<file path="src/rtl/pmem_arbiter_n.sv">
// N-client arbiter in front of the single physical memory port: latches one client
// request, owns pmem until pmem_resp, then hands the response back to that client.
module pmem_arbiter_n #(
   parameter int NUM_CLIENTS = 2,
   parameter int ADDR_W      = 32,
   parameter int DATA_W      = 256,
   parameter int RR_MODE     = 0,
   parameter int TIMEOUT_CYC = 0
) (
   input  logic                            clk,
   input  logic                            rst,
   input  logic [NUM_CLIENTS-1:0]          cl_read,
   input  logic [NUM_CLIENTS-1:0]          cl_write,
   input  logic [NUM_CLIENTS*ADDR_W-1:0]   cl_addr,
   input  logic [NUM_CLIENTS*DATA_W-1:0]   cl_wdata,
   output logic [NUM_CLIENTS-1:0]          cl_resp,
   output logic [DATA_W-1:0]               cl_rdata,
   output logic                            pmem_read,
   output logic                            pmem_write,
   output logic [ADDR_W-1:0]               pmem_addr,
   output logic [DATA_W-1:0]               pmem_wdata,
   input  logic                            pmem_resp,
   input  logic [DATA_W-1:0]               pmem_rdata,
   output logic [$clog2(NUM_CLIENTS)-1:0]  grant_id,
   output logic                            busy,
   output logic                            timeout_err,
   output logic                            dbg_state
);

   localparam int IDW = $clog2(NUM_CLIENTS);

   typedef enum logic [0:0] {ST_IDLE = 1'b0, ST_BUSY = 1'b1} state_t;

   // Handshake: cl_read/cl_write are levels held until the one-cycle cl_resp pulse;
   // a client owns pmem from the cycle after its request is seen in IDLE until pmem_resp.
   state_t              r_state;
   state_t              w_state_next;
   logic [ADDR_W-1:0]   r_addr;
   logic [DATA_W-1:0]   r_wdata;
   logic                r_is_write;
   logic [IDW-1:0]      r_gid;
   logic [IDW-1:0]      r_ptr;

   logic [NUM_CLIENTS-1:0] w_req;
   logic                   w_any_req;
   logic                   w_found;
   logic [IDW-1:0]         w_win;
   logic [IDW-1:0]         w_base;
   logic [IDW-1:0]         w_ptr_next;
   logic                   w_grant;

   assign w_req     = cl_read | cl_write;
   assign w_any_req = |w_req;
   assign w_base    = (RR_MODE != 0) ? r_ptr : '0;
   assign w_grant   = (r_state == ST_IDLE) && w_any_req;

   // First requester at or after the base index, wrapping; base is 0 in fixed-priority mode.
   always_comb begin
      w_found = 1'b0;
      w_win   = '0;
      for (int k = 0; k < NUM_CLIENTS; k++) begin
         int idx;
         idx = (int'(w_base) + k) % NUM_CLIENTS;
         if (!w_found && w_req[idx]) begin
            w_found = 1'b1;
            w_win   = IDW'(idx);
         end
      end
   end

   assign w_ptr_next = (w_win == IDW'(NUM_CLIENTS - 1)) ? '0 : w_win + 1'b1;

   always_ff @(posedge clk) begin
      if (rst) begin
         r_state <= ST_IDLE;
      end else begin
         r_state <= w_state_next;
      end
   end

   always_comb begin
      w_state_next = r_state;
      pmem_read    = 1'b0;
      pmem_write   = 1'b0;
      busy         = 1'b0;
      cl_resp      = '0;
      case (r_state)
         ST_IDLE: begin
            if (w_any_req) w_state_next = ST_BUSY;
         end
         ST_BUSY: begin
            busy       = 1'b1;
            pmem_read  = ~r_is_write;
            pmem_write = r_is_write;
            if (pmem_resp) begin
               cl_resp[r_gid] = 1'b1;
               w_state_next   = ST_IDLE;
            end
         end
         default: w_state_next = ST_IDLE;
      endcase
   end

   // Write wins over read when a client raises both; pmem sees only the latched copy.
   always_ff @(posedge clk) begin
      if (rst) begin
         r_addr     <= '0;
         r_wdata    <= '0;
         r_is_write <= 1'b0;
         r_gid      <= '0;
         r_ptr      <= '0;
      end else if (w_grant) begin
         r_addr     <= cl_addr[w_win*ADDR_W +: ADDR_W];
         r_wdata    <= cl_wdata[w_win*DATA_W +: DATA_W];
         r_is_write <= cl_write[w_win];
         r_gid      <= w_win;
         r_ptr      <= w_ptr_next;
      end
   end

   assign pmem_addr  = r_addr;
   assign pmem_wdata = r_wdata;
   assign cl_rdata   = pmem_rdata;
   assign grant_id   = r_gid;
   assign dbg_state  = r_state;

   generate
      if (TIMEOUT_CYC > 0) begin : g_wd
         localparam int CW = $clog2(TIMEOUT_CYC + 1);
         logic [CW-1:0] r_wd_cnt;
         logic          r_timeout;

         // Saturating count of BUSY cycles; the flag is sticky and never aborts the transaction.
         always_ff @(posedge clk) begin
            if (rst) begin
               r_wd_cnt  <= '0;
               r_timeout <= 1'b0;
            end else if (r_state == ST_IDLE) begin
               if (w_any_req) r_wd_cnt <= '0;
            end else begin
               if (r_wd_cnt != CW'(TIMEOUT_CYC)) r_wd_cnt <= r_wd_cnt + 1'b1;
               if (r_wd_cnt >= CW'(TIMEOUT_CYC - 1)) r_timeout <= 1'b1;
            end
         end

         assign timeout_err = r_timeout;
      end else begin : g_no_wd
         assign timeout_err = 1'b0;
      end
   endgenerate

endmodule

</file>
<file path="config.mk">
export PLATFORM = sky130hd
export DESIGN_NAME = pmem_arbiter_n
export DESIGN_NICKNAME = d
export VERILOG_FILES = /design/src/rtl/pmem_arbiter_n.sv
export SDC_FILE = /design/constraint.sdc
export NUM_CORES = 1
export LEC_CHECK = 0
export ABC_AREA = 1
export CORE_AREA = 8 8 531 533
export CTS_CLUSTER_SIZE = 25
export DETAILED_ROUTE_END_ITERATION = 6
export DIE_AREA = 0 0 539 541
export SLEW_MARGIN = 20
export SYNTH_ARGS = -nofsm -noshare
export SYNTH_HDL_FRONTEND = slang
export SYNTH_SLANG_ARGS = --single-unit
</file>
<file path="constraint.sdc">
create_clock -name clk -period 1.1 [get_ports clk]
set_input_delay 0.11 -clock clk [delete_from_list [all_inputs] [get_ports clk]]
set_output_delay 0.11 -clock clk [all_outputs]
set_load 0.005 [all_outputs]
</file>
; Word level (Yosys, flattened, before mapping)
; Index checks and enable logic that the tools add are counted.
[word_totals]
reg_bits = 291
input_bits = 839
out_inout_bits = 552
elab_cells = 32
[classes]
n_lt_le_gt_ge = 3
shifts = 2
n_mux = 14
bitwise = 3
reduce_logical = 5
[ops]
columns = cell, n
row1 = $shiftx A512 B10 Y256, 1
row2 = $shiftx A64 B7 Y32, 1
row3 = $mux W1, 10
row4 = $lt A1 B2 Y1 const B, 2
row5 = $mux W2, 2
row6 = $logic_and A1 B1 Y1, 3
row7 = $not A1 Y1, 2
row8 = $or A2 B2 Y2, 1
row9 = $pmux W1 S2, 1
row10 = $reduce_or A2 Y1, 1
row11 = $demux W1 S1, 1
row12 = $ge A1 B1 Y1 const B, 1
row13 = $logic_not A1 Y1, 1

; Depth between registers and ports, before layout
[depth]
word_depth = 7
depth_mapped = 9
depth_no_buf = 7

; Worst setup path before layout
; OpenSTA, ideal clock, no wires.
[synth_timing]
path_kind = register to register
startpoint = reg r_state (netlist: dbg_state)
endpoint = reg r_wdata[162] (netlist: pmem_wdata[162])
setup_time_ns = 0.109
t_arrival_ns = 1.103
required_ns = 0.991
slack_ns = -0.111
stages_incl_launch_ff = 8
n_path_buf = 2
synth_period_minus_slack_ns = 1.211
cell_sequence = dfxtp_1 > inv_1 > nand2_2 > buf_2 > buf_2 > a21oi_1 > nand2_1 > inv_1
[synth_via]
elab_chain_len = 2
[synth_lines]
columns = item, line_no
row1 = start: declaration, 36  ; state_t r_state;
row2 = start signal: assignment, 77  ; r_state <= w_state_next;
row3 = $not A1 Y1, 55  ; assign w_grant = (r_state == ST_IDLE) && w_any_req;
row4 = $logic_and A1 B1 Y1, 55
row5 = end signal: assignment, 114  ; r_wdata <= cl_wdata[w_win*DATA_W +: DATA_W];
row6 = end: declaration, 39  ; logic [DATA_W-1:0] r_wdata;
; No other way between the ends.
; A chain may end at the register's enable or synchronous reset.

; Worst setup path in the final report
[layout_timing]
startpoint = reg r_state (netlist: dbg_state)
endpoint = reg r_wdata[9] (netlist: pmem_wdata[9])
; The elaborated chain is that of the path after synthesis.

==> summary.md <==
| Metric | Value |
|---|---|
| Min Hold Slack | approximately 110 ps |
| Synth area leader | dfxtp_1 |
| Seq/Total Area, Yosys | 0.3318 |
| Sw Share | 0.3342 |
| Hold worst-path end | pmem_wdata[40]$_SDFFE_PP0P_ |
| Cell variety after synth | 17 |
| Clk pwr share | 0.355 |
| Commonest non-fill, non-tap cell in the layout | clkdlybuf4s50_1 |
| Core area | roughly 0.27 mm² |
| H-tree Lvls | 2 |
| Max Root-Sink Buffers | 3 |
| Most frequent cells in the layout | clkdlybuf4s50_1, inv_1, nand2_1 |
| Register area | a little over 0.006 mm² |
| Synth Area per Inst | 6.305 µm² |
| Period utilisation layout | 1.406 |
| Worst hold start | cl_wdata[40] |
| Drt initial violations | ~1800 |
| Initial antenna violation count | 170 |
| Final hold vios | 0 |
| HPWL after DPL | between 150000 and 200000 µm |
| Reg2Reg Launch Point | dbg_state$_SDFF_PP0_ |
| Slack of the worst reg-to-reg path | -450 ps |
| Die extent in x | 539 µm |
| Slew @ Worst Pin | 586.6 ps |
| Sequential share of power | 0.309 |
| Worst Path Required | 1650 ps |
| Gr usage total | 0.1465 |
| IO Pins | about 1400 |
| Hold Crit Depth | 5 |
| Failing checks | setup timing |
| First-pass iteration count of the detailed router | 5 |
| Clock tree from TritonCTS | built |
| Slew Viols, Final | 0 |
| Max Clock Freq | between 600 and 700 MHz |
| Final Setup Violations | 585 |
| FF-to-FF End | pmem_wdata[9]$_SDFFE_PP0P_ |
| Synth-to-Final Area Change | 100.1% |
| Worst-path fanout max | 7 |
| Startpoint Class | register |
| Synthesized area | 0.01756 mm² |
| Std-Cell Rows | 192 |
| Post-DRT Antenna Nets | 0 |
| Reg clk slew, reported paths | 60 ps |
| Worst-Skew Late Latency | 660 ps |
| Inst Count DP | 6973 |
| Max-cap violations | 0 |
| Int Pwr | 27.21 mW |
| Final nets | 4359 |
| Pwr/cell area | roughly 1200 mW/mm² |
| Seq cells post-synth | 291 |
| Top post-synthesis cells by area | dfxtp_1, nand3_1, buf_4 |
| Largest net degree at the start of global routing | 65 |
| CTS Buf Count | 42 |
| Syn Inst Count | about 2800 |
| Syn Nets | roughly 3600 |
| Final wirelength | 228900 µm |
| GP Congestion | 0.9607 |
| Grt ovf | 0 |
| First-pass GRT wire length | 268300 µm |
| Leakage | ~16 nW |
| Final critical-path required period | 1546 ps |
| Vias | 22010 |
| Sw power | 13.66 mW |
| Die height | 541 µm |
| DRC errors left | 0 |
| Peak supply drop | 0.7845 mV |
| Setup WS post-layout | -446.1 ps |
| Share of layout cells above drive strength 1 | 0.3057 |
| RSZ-0062 raised after global routing | yes |
| PortBufs | 877 |
| Final Core Density | 0.1288 |
| Fin Clk Skew | 19.02 ps |
| Routed WL per cell | 31.97 µm |
| CP Data Arrival Time | 2090 ps |
| Worst slew margin | 0.6089 |
| Register-to-Register Path Depth | 9 |
| Total chip power | 40.87 mW |
| Logic pwr share | 0.336 |
| Total Die Area | 0.2916 mm² |
| Post-DR vias/cell | just over 3 |
| Syn. warnings | 0 |
| Root Driver | clkbuf_16 |
| Final non-filler cell total | slightly above 7000 |
| Status | finished with violations |
| Crit path kind | register to register |
| Yosys top cell area share | 0.3318 |
| Initial core utilization | 0.06434 |
| Tightest Hold Check Type | input port to register |
| Area of the multi-input gates | between 0.007 and 0.008 mm² |
| Critical Path Sink Type | register |
| Fill cell count | 31460 |
| Clock Sinks | 291 |
| Vias in the first global route | 19980 |
[repair_timing]
item | 4_1_cts | 5_1_grt
gates cloned | 13 | 20
gates resized for setup | 1261 | 232
setup buffers | 44 | 6
pin swaps | 4 | 96
setup endpoints to repair | 585 | 585
hold endpoints to repair | 31 | 0
hold buffers | 17 | 0
[final cells by class]
class | instances | area share
Sequential cell | 291 | 0.1771
Inverter | 585 | 0.06330
Clock buffer | 59 | 0.03432
Antenna cell | 22 | 0.001566
Clock inverter | 14 | 0.004913
Timing Repair inverter | 1 | 0.0004628
Multi-Input combinational cell | 1461 | 0.2152
Tap cell | 3589 | 0.1278
Timing Repair Buffer | 1138 | 0.3753
[sequential cells by signal, indices dropped and copies added (netlist names)]
register	flops
pmem_wdata	256
pmem_addr	32
dbg_state	1
grant_id	1
r_is_write	1
[power by group through the flow]
stage	clock network, mW	logic, mW	registers, mW
after floorplan	0	4.33	12.4
after detailed placement	0	12.0	12.6
after global placement	0	12.0	12.5
after global routing	15.4	14.8	12.7
after CTS	15.2	13.1	12.6
final	14.5	13.7	12.6
[critical path, stage by stage, from the launching register on]
cell,delay [ps]
dfxtp_2,360
inv_4,40
buf_6,120
nand2_8,120
buf_16,190
buf_16,190
clkbuf_16,210
a21oi_2,60
nand2_1,60
inv_1,30
[cell usage after synthesis (all sizes together)]
library cell,n
conb,1
nor3,1
nand3,577
dfxtp,291
clkbuf,35
a21oi,289
nor2,7
o211ai,1
nand2,585
buf,413
inv,585
[routing by layer]
layer	GRT usage	part of all wire	vias up
li1	-	-	9789
met2	0.2269	0.43	1793
met1	0.1252	0.29	9800
met4	0.03791	0.037	134
met5	0.001298	0.0040	-
met3	0.1639	0.24	493
[through the flow]
stage	TNS (ps)	instance area (µm²)	setup slack, ps
final	-144320	35150	-446.1
after global routing	-184250	35110	-511.4
after CTS	-193640	33810	-517.2
after detailed placement	-222130	30740	-938.4
after global placement	-225260	30740	-940.0
after floorplan	-293.9	17650	-2.390
[kinds of logic (layout without fill, tap and decap cells)]
group	Yosys count	in the layout	share of synthesized area
AND/OR/NAND/NOR	1170	1170	0.2921
buffers and inverters	1033	1797	0.2931
AO/OA/AOI/OAI	290	290	0.08280
other	1	23	0.0002136
flip-flops	291	291	0.3318
[worst max path at each step]
| stage | from | endpoint | slack (ps) |
|---|---|---|---|
| after floorplan | dbg_state$_SDFF_PP0_ | pmem_wdata[174]$_SDFFE_PP0P_ | -2 |
| after global placement | cl_write[1] | pmem_wdata[46]$_SDFFE_PP0P_ | -940 |
| after detailed placement | cl_write[1] | pmem_wdata[46]$_SDFFE_PP0P_ | -940 |
| after global routing | dbg_state$_SDFF_PP0_ | pmem_wdata[9]$_SDFFE_PP0P_ | -510 |
| after CTS | dbg_state$_SDFF_PP0_ | pmem_read | -520 |
| final | dbg_state$_SDFF_PP0_ | pmem_wdata[9]$_SDFFE_PP0P_ | -450 |
No activity file was read; power rests on OpenSTA's default activity.
